===== src/rtl/if_fetch_stage_pkg.sv =====
// Shared fetch-stage definitions: state encoding, widths and the default NOP.
// Also used by the IF/ID register and the hazard unit.
package if_fetch_stage_pkg;

   localparam int unsigned XLEN = 32;
   localparam int unsigned ILEN = 32;

   // Fetch FSM state encoding (2-bit, legacy-compatible constants)
   typedef logic [1:0] state_t;
   localparam state_t ST_REQ   = 2'd0;
   localparam state_t ST_WAIT  = 2'd1;
   localparam state_t ST_HOLD  = 2'd2;
   localparam state_t ST_DRAIN = 2'd3;

   localparam logic [ILEN-1:0] NOP_INSTR_DEF = 32'h0000_0000;

   // Next sequential PC, modulo 2^XLEN
   function automatic logic [XLEN-1:0] pc_inc(input logic [XLEN-1:0] pc);
      return pc + XLEN'(4);
   endfunction

endpackage


===== src/rtl/if_fetch_stage_if.sv =====
// Instruction-memory request/response bus.
//   imem_req/imem_addr   : request from the fetch stage (master)
//   imem_ready           : memory accepts the request this cycle
//   imem_rvalid/rdata    : response from memory
interface if_fetch_stage_if;
   import if_fetch_stage_pkg::*;

   logic            imem_req;
   logic [XLEN-1:0] imem_addr;
   logic            imem_ready;
   logic            imem_rvalid;
   logic [ILEN-1:0] imem_rdata;

   modport master (
      output imem_req,
      output imem_addr,
      input  imem_ready,
      input  imem_rvalid,
      input  imem_rdata
   );

   modport slave (
      input  imem_req,
      input  imem_addr,
      output imem_ready,
      output imem_rvalid,
      output imem_rdata
   );

endinterface


===== src/rtl/if_fetch_stage.sv =====
// Instruction-fetch stage: owns the PC, issues one outstanding imem request at
// a time, buffers the response and presents it with PC+4 to IF/ID.
// Ports:
//   clk, reset             : clock, synchronous active-high reset
//   pc_write               : consumer accepts the presented fetch (HOLD only)
//   redirect_valid/target  : branch/jump redirect, target[1:0] forced to 0
//   imem                   : instruction-memory bus (master side)
//   fetch_valid            : pc_plus4_out/instr_out carry a valid fetch
//   pc_plus4_out/instr_out : to IF/ID (0 / NOP_INSTR when not valid)
module if_fetch_stage
   import if_fetch_stage_pkg::*;
#(
   parameter logic [XLEN-1:0] RESET_PC  = 32'h0000_0000,
   parameter logic [ILEN-1:0] NOP_INSTR = NOP_INSTR_DEF
) (
   input  logic                  clk,
   input  logic                  reset,
   input  logic                  pc_write,
   input  logic                  redirect_valid,
   input  logic [XLEN-1:0]       redirect_target,
   if_fetch_stage_if.master      imem,
   output logic                  fetch_valid,
   output logic [XLEN-1:0]       pc_plus4_out,
   output logic [ILEN-1:0]       instr_out
);

   state_t          r_state;
   state_t          w_state_nxt;
   logic [XLEN-1:0] r_pc;
   logic [XLEN-1:0] w_pc_nxt;
   logic [XLEN-1:0] w_redirect_pc;
   logic            w_load;
   logic            w_req;
   logic            r_fetch_valid;
   logic [XLEN-1:0] r_pcp4_buf;
   logic [ILEN-1:0] r_instr_buf;

   assign w_redirect_pc  = redirect_target & ~XLEN'(3);
   assign w_req          = (r_state == ST_REQ) && !redirect_valid && !reset;
   assign imem.imem_req  = w_req;
   assign imem.imem_addr = r_pc;

   assign fetch_valid  = r_fetch_valid;
   assign pc_plus4_out = r_pcp4_buf;
   assign instr_out    = r_instr_buf;

   // State register
   always_ff @(posedge clk) begin
      if (reset) r_state <= ST_REQ;
      else       r_state <= w_state_nxt;
   end

   // Next-state, next-PC and buffer-load decode; redirect outranks everything
   always_comb begin
      w_state_nxt = r_state;
      w_pc_nxt    = r_pc;
      w_load      = 1'b0;
      if (redirect_valid) begin
         w_pc_nxt = w_redirect_pc;
         unique case (r_state)
            ST_REQ:   w_state_nxt = ST_REQ;
            // An outstanding request must still be drained unless its
            // response arrives right now.
            ST_WAIT:  w_state_nxt = imem.imem_rvalid ? ST_REQ : ST_DRAIN;
            ST_HOLD:  w_state_nxt = ST_REQ;
            ST_DRAIN: w_state_nxt = imem.imem_rvalid ? ST_REQ : ST_DRAIN;
            default:  w_state_nxt = ST_REQ;
         endcase
      end else begin
         unique case (r_state)
            ST_REQ: begin
               if (w_req && imem.imem_ready) w_state_nxt = ST_WAIT;
            end
            ST_WAIT: begin
               if (imem.imem_rvalid) begin
                  w_state_nxt = ST_HOLD;
                  w_load      = 1'b1;
               end
            end
            ST_HOLD: begin
               if (pc_write) begin
                  w_state_nxt = ST_REQ;
                  w_pc_nxt    = pc_inc(r_pc);
               end
            end
            ST_DRAIN: begin
               if (imem.imem_rvalid) w_state_nxt = ST_REQ;
            end
            default: w_state_nxt = ST_REQ;
         endcase
      end
   end

   // PC register
   always_ff @(posedge clk) begin
      if (reset) r_pc <= RESET_PC;
      else       r_pc <= w_pc_nxt;
   end

   // Response buffer doubles as the registered IF/ID-facing outputs;
   // it is cleared to NOP/0 whenever the next state is not HOLD.
   always_ff @(posedge clk) begin
      if (reset) begin
         r_fetch_valid <= 1'b0;
         r_pcp4_buf    <= '0;
         r_instr_buf   <= NOP_INSTR;
      end else begin
         r_fetch_valid <= (w_state_nxt == ST_HOLD);
         if (w_load) begin
            r_pcp4_buf  <= pc_inc(r_pc);
            r_instr_buf <= imem.imem_rdata;
         end else if (w_state_nxt != ST_HOLD) begin
            r_pcp4_buf  <= '0;
            r_instr_buf <= NOP_INSTR;
         end
      end
   end

endmodule


===== src/flat_wrapper.sv =====
// flat-port wrapper written by rule: the top's interface ports become plain ports
module if_fetch_stage_flat import if_fetch_stage_pkg::*;
#(
   parameter logic [XLEN-1:0] RESET_PC  = 32'h0000_0000,
   parameter logic [ILEN-1:0] NOP_INSTR = NOP_INSTR_DEF
)
  (clk, reset, pc_write, redirect_valid, redirect_target, fetch_valid, pc_plus4_out, instr_out, imem_imem_req, imem_imem_addr, imem_imem_ready, imem_imem_rvalid, imem_imem_rdata);
  if_fetch_stage_if imem_i ();
  input  logic clk;
  input  logic reset;
  input  logic pc_write;
  input  logic redirect_valid;
  input  logic [XLEN-1:0] redirect_target;
  output logic fetch_valid;
  output logic [XLEN-1:0] pc_plus4_out;
  output logic [ILEN-1:0] instr_out;
  output wire logic [$bits(imem_i.imem_req)-1:0] imem_imem_req;
  output wire logic [$bits(imem_i.imem_addr)-1:0] imem_imem_addr;
  input wire logic [$bits(imem_i.imem_ready)-1:0] imem_imem_ready;
  input wire logic [$bits(imem_i.imem_rvalid)-1:0] imem_imem_rvalid;
  input wire logic [$bits(imem_i.imem_rdata)-1:0] imem_imem_rdata;
  assign imem_imem_req = imem_i.imem_req;
  assign imem_imem_addr = imem_i.imem_addr;
  assign imem_i.imem_ready = imem_imem_ready;
  assign imem_i.imem_rvalid = imem_imem_rvalid;
  assign imem_i.imem_rdata = imem_imem_rdata;
  if_fetch_stage #(.RESET_PC(RESET_PC), .NOP_INSTR(NOP_INSTR)) u_core (.clk(clk), .reset(reset), .pc_write(pc_write), .redirect_valid(redirect_valid), .redirect_target(redirect_target), .imem(imem_i), .fetch_valid(fetch_valid), .pc_plus4_out(pc_plus4_out), .instr_out(instr_out));
endmodule

===== config.mk =====
export PLATFORM = sky130hd
export DESIGN_NAME = if_fetch_stage_flat
export DESIGN_NICKNAME = d
export VERILOG_FILES = /design/src/rtl/if_fetch_stage_pkg.sv /design/src/rtl/if_fetch_stage_if.sv /design/src/rtl/if_fetch_stage.sv /design/src/flat_wrapper.sv
export SDC_FILE = /design/constraint.sdc
export NUM_CORES = 1
export LEC_CHECK = 0
export BUFFER_PORTS_ARGS = -buffer_cell sky130_fd_sc_hd__buf_2
export CORE_MARGIN = 10
export CORE_UTILIZATION = 45
export CTS_CLUSTER_SIZE = 28
export DETAILED_ROUTE_END_ITERATION = 6
export HOLD_SLACK_MARGIN = 0.15
export PLACE_DENSITY = 0.79
export RECOVER_POWER = 100
export SYNTH_ARGS = -nofsm -noshare
export SYNTH_HDL_FRONTEND = slang
export SYNTH_SLANG_ARGS = --single-unit

===== constraint.sdc =====
create_clock -name clk -period 3.5 [get_ports clk]
set_clock_uncertainty 0.1 [all_clocks]
set_input_delay 0.175 -clock clk [delete_from_list [all_inputs] [get_ports clk]]
set_output_delay 0.175 -clock clk [all_outputs]
set_load 0.03 [all_outputs]

==> out/results.txt <==
Max-slew violation count: 0
Post-synthesis sequential area ratio: 0.443
Number of core rows: 35
Count of buffer and inverter cells on the critical path: 3
Pwr dens: 383 nW/um2
Clk_lat worst skew: 0.36 ns
Static leakage: 2.23 nW
Family with the most delay on the worst path: buffers and inverters
Most frequently used flop master after synthesis: sky130_fd_sc_hd__dfxtp_1
Maximum root-to-sink buffer count: 2
Detailed-route via count: 4430
Final sum of negative setup slack: 0 ns
Worst path cell trace: dlygate4sd3_1, clkbuf_1, nor3_1, clkbuf_2, a22oi_1, nor2_1
Worst ir drop on vdd: 0.285 mV
Initial core utilization: 0.463
Number of vias per cell: 5.34
Result of the run: finished clean
Cell area after synthesis: 4300 um2
Final std cells w/o fill: 830
Number of hold violations in the final report: 0
Area added between synthesis and finish: 37.7%
Vias in the first global route: 4462
CTS clock-pin slew for the worst setup and hold paths: 0.10 ns
Number of failing setup endpoints in the final timing report: 0
Final core area utilization: 0.637
Number of distinct library cell variants in the gate-level netlist after synthesis: 41
Top-level I/O count: 168
Layout cells sized above 1: 0.130
Number of antenna violations at the first check in global routing: 0
1st-iter DRT viols: 307
Worst setup path class: input port to register
Die width: 118 um
Hold_buf cts: 72
Total wirelength of the detailed-routed design: 14100 um
Cts bufs inserted: 9
Mapped Cells: 486
Wire per inst: 17.0 um
Upper clock frequency limit: 0.357 GHz
Worst hold path class: input port to register
Die height: 118 um
Fillcell total: 844
Arrival time of data at the critical path endpoint: 2.99 ns
Placed Instances: 742
Number of iterations in the first detailed-routing pass: 5
Post-detailed-route count of antenna-violating nets: 0
Count of state elements after synthesis: 95
TritonCTS clock tree: done
Number of port buffers: 161
Cell with the largest stage delay on the worst path: sky130_fd_sc_hd__nor3_1
Setup repair after global routing missed its margin: false
Maximum number of pins on one net before global-route repair: 55
Overflow left after global routing: 0
Crit Path Max Fanout: 32
Slowest Stage Delay on Critical Path: 0.95 ns
Worst relative slew slack: 0.269
Syn. warnings: 0
Number of levels in the clock H-tree: 3
Global-route wire length before repair: 23000 um
Crit path capture type: register
Max-cap violations: 0
Share of the cycle needed by the critical path after routing: 0.801
Synthesized area divided by synthesized cell count: 8.84 um2
Wire length on met3: 1300 um
Slew at the pin with the worst max-slew slack: 1.09 ns
NumNets Final: 767
Final weighted congestion of routability-driven global placement: 0.898
DP HPWL: 9550 um
Critical path data required time: 3.69 ns
Reg2reg setup slack: 0.86 ns
Total routing resource utilization after global routing: 0.195
Count of unresolved DRC violations after routing: 0
Count of cells resized by post-cts repair: 0
Topmost layer with routed signal wires: met4
Die Footprint: 13900 um2
Clock Root Buffer: sky130_fd_sc_hd__clkbuf_8
Routed wl met2: 6610 um
Clock period minus final worst setup slack: 2.80 ns
TritonCTS sink count: 95
Core area: 9280 um2
Share of synthesized registers carrying an async set or reset: 0
Count of inserted antenna diode cells: 0
Number of synthesized flops with an enable pin: 0
Largest cells by area after synthesis: sky130_fd_sc_hd__dfxtp_1 (44%), sky130_fd_sc_hd__nor2_1 (7.3%), sky130_fd_sc_hd__a22oi_1 (7.0%)
Post-CTS Setup Bufs: 0
Largest area contributor in the synthesized netlist: sky130_fd_sc_hd__dfxtp_1
Portion of synthesized cell area occupied by the leading cell type: 0.443
Post-route met1 wirelength: 6030 um
Category of the worst setup path launch point: input port
-- metal layers --
| layer | up-vias | global-route usage |
|---|---|---|
| met1 | 2071 | 0.233 |
| li1 | 2152 | - |
| met4 | 0 | 0.0464 |
| met5 | - | 0 |
| met3 | 13 | 0.0796 |
| met2 | 194 | 0.318 |
-- through the flow --
step	setup WS, ns	hold slack [ns]	total power, W	instance area, um2
after detailed placement	1.22	0.323	0.00143	5140
after CTS	1.16	0.251	0.00229	6080
after floorplan	1.35	0.218	0.00133	4310
after global placement	1.27	0.309	0.00142	5140
after global routing	0.560	0.288	0.00236	5920
final	0.695	0.258	0.00227	5920
-- cells in the mapped netlist, drive strengths merged, types with 9 or more instances --
cell type / n
xor2: 27
a22oi: 40
dfxtp: 95
xnor2: 24
nand4: 12
nor4: 9
buf: 16
a22o: 21
nor2: 84
nand2: 26
a211oi: 16
nand3: 22
clkbuf: 28
nor3: 12
-- registers in the layout, summed over array words and instances (netlist names) --
| register | flops |
|---|---|
| u_core.fetch_valid | 1 |
| u_core.imem.imem_addr | 30 |
| u_core.instr_out | 32 |
| u_core.pc_plus4_out | 30 |
| u_core.r_state | 2 |
-- cells by family after synthesis --
family | Yosys count | share of synthesized area
and+or+nand+nor | 189 | 0.217
AOI/OAI and AO/OA | 101 | 0.179
DFF | 95 | 0.443
xor gates and xnor gates | 51 | 0.104
buffers and inverters | 46 | 0.0492
muxes | 2 | 0.00466
adders and majority gates | 1 | 0.00291
other | 1 | 0.000873
-- final cells by class --
| class | count | area (um2) | share of cell area |
|---|---|---|---|
| multi-input combinational | 348 | 2180 | 0.368 |
| tap | 129 | 161 | 0.0273 |
| timing repair buffer | 240 | 1450 | 0.245 |
| inverter | 2 | 7.51 | 0.00127 |
| sequential | 95 | 1900 | 0.321 |
| clock buffer | 10 | 128 | 0.0216 |
| clock inverter | 6 | 91.3 | 0.0154 |
-- worst reg2reg max path, stage by stage, from the launching register on --
cell and delay (ns):
sky130_fd_sc_hd__dfxtp_1 0.52, sky130_fd_sc_hd__and4_1 0.43, sky130_fd_sc_hd__nand4_1 0.50, sky130_fd_sc_hd__nor4_1 0.66, sky130_fd_sc_hd__xnor2_1 0.19, sky130_fd_sc_hd__a21oi_1 0.08
-- final timing paths --
path,from,end,cells after the start
worst max-delay path,redirect_valid,u_core.instr_out[2]$_SDFFE_PP0P_,6
worst min-delay path,pc_write,u_core.r_state[1]$_SDFF_PP0_,4
worst max register to register,u_core.imem.imem_addr[5]$_SDFFE_PP0P_,u_core.imem.imem_addr[31]$_SDFFE_PP0P_,5
worst min register to register,u_core.pc_plus4_out[25]$_SDFFE_PP0P_,u_core.pc_plus4_out[25]$_SDFFE_PP0P_,1
-- layout by cell type (no fill, tap or decap), types with 2 or more instances in the layout --
cell type	n
sky130_fd_sc_hd__nand2_1	26
sky130_fd_sc_hd__clkbuf_8	9
sky130_fd_sc_hd__xnor2_1	24
sky130_fd_sc_hd__conb_1	4
sky130_fd_sc_hd__clkbuf_1	99
sky130_fd_sc_hd__dfxtp_1	95
sky130_fd_sc_hd__and3_1	4
sky130_fd_sc_hd__nor4_1	7
sky130_fd_sc_hd__a21oi_1	7
sky130_fd_sc_hd__bufinv_16	2
sky130_fd_sc_hd__nor2_1	84
sky130_fd_sc_hd__nand4_1	12
sky130_fd_sc_hd__a22o_1	21
sky130_fd_sc_hd__o22a_1	2
sky130_fd_sc_hd__buf_2	65
sky130_fd_sc_hd__inv_6	2
sky130_fd_sc_hd__nand3_1	22
sky130_fd_sc_hd__buf_4	4
sky130_fd_sc_hd__or3_1	6
sky130_fd_sc_hd__xor2_1	27
sky130_fd_sc_hd__a211oi_1	15
sky130_fd_sc_hd__a311oi_1	7
sky130_fd_sc_hd__and4_1	6
sky130_fd_sc_hd__dlygate4sd3_1	72
sky130_fd_sc_hd__o21bai_1	2
sky130_fd_sc_hd__o21ai_0	6
sky130_fd_sc_hd__nor4_2	2
sky130_fd_sc_hd__a22oi_1	40
sky130_fd_sc_hd__mux2i_1	2
sky130_fd_sc_hd__nor3_1	12
-- report_power, final --
part / total, W / switching [W] / internal, W
Clock: 0.000808 / 0.000399 / 0.000409
Combinational: 0.000302 / 0.000166 / 0.000136
Sequential: 0.00116 / 0.0000502 / 0.00111
No activity file was read; power rests on OpenSTA's default activity.
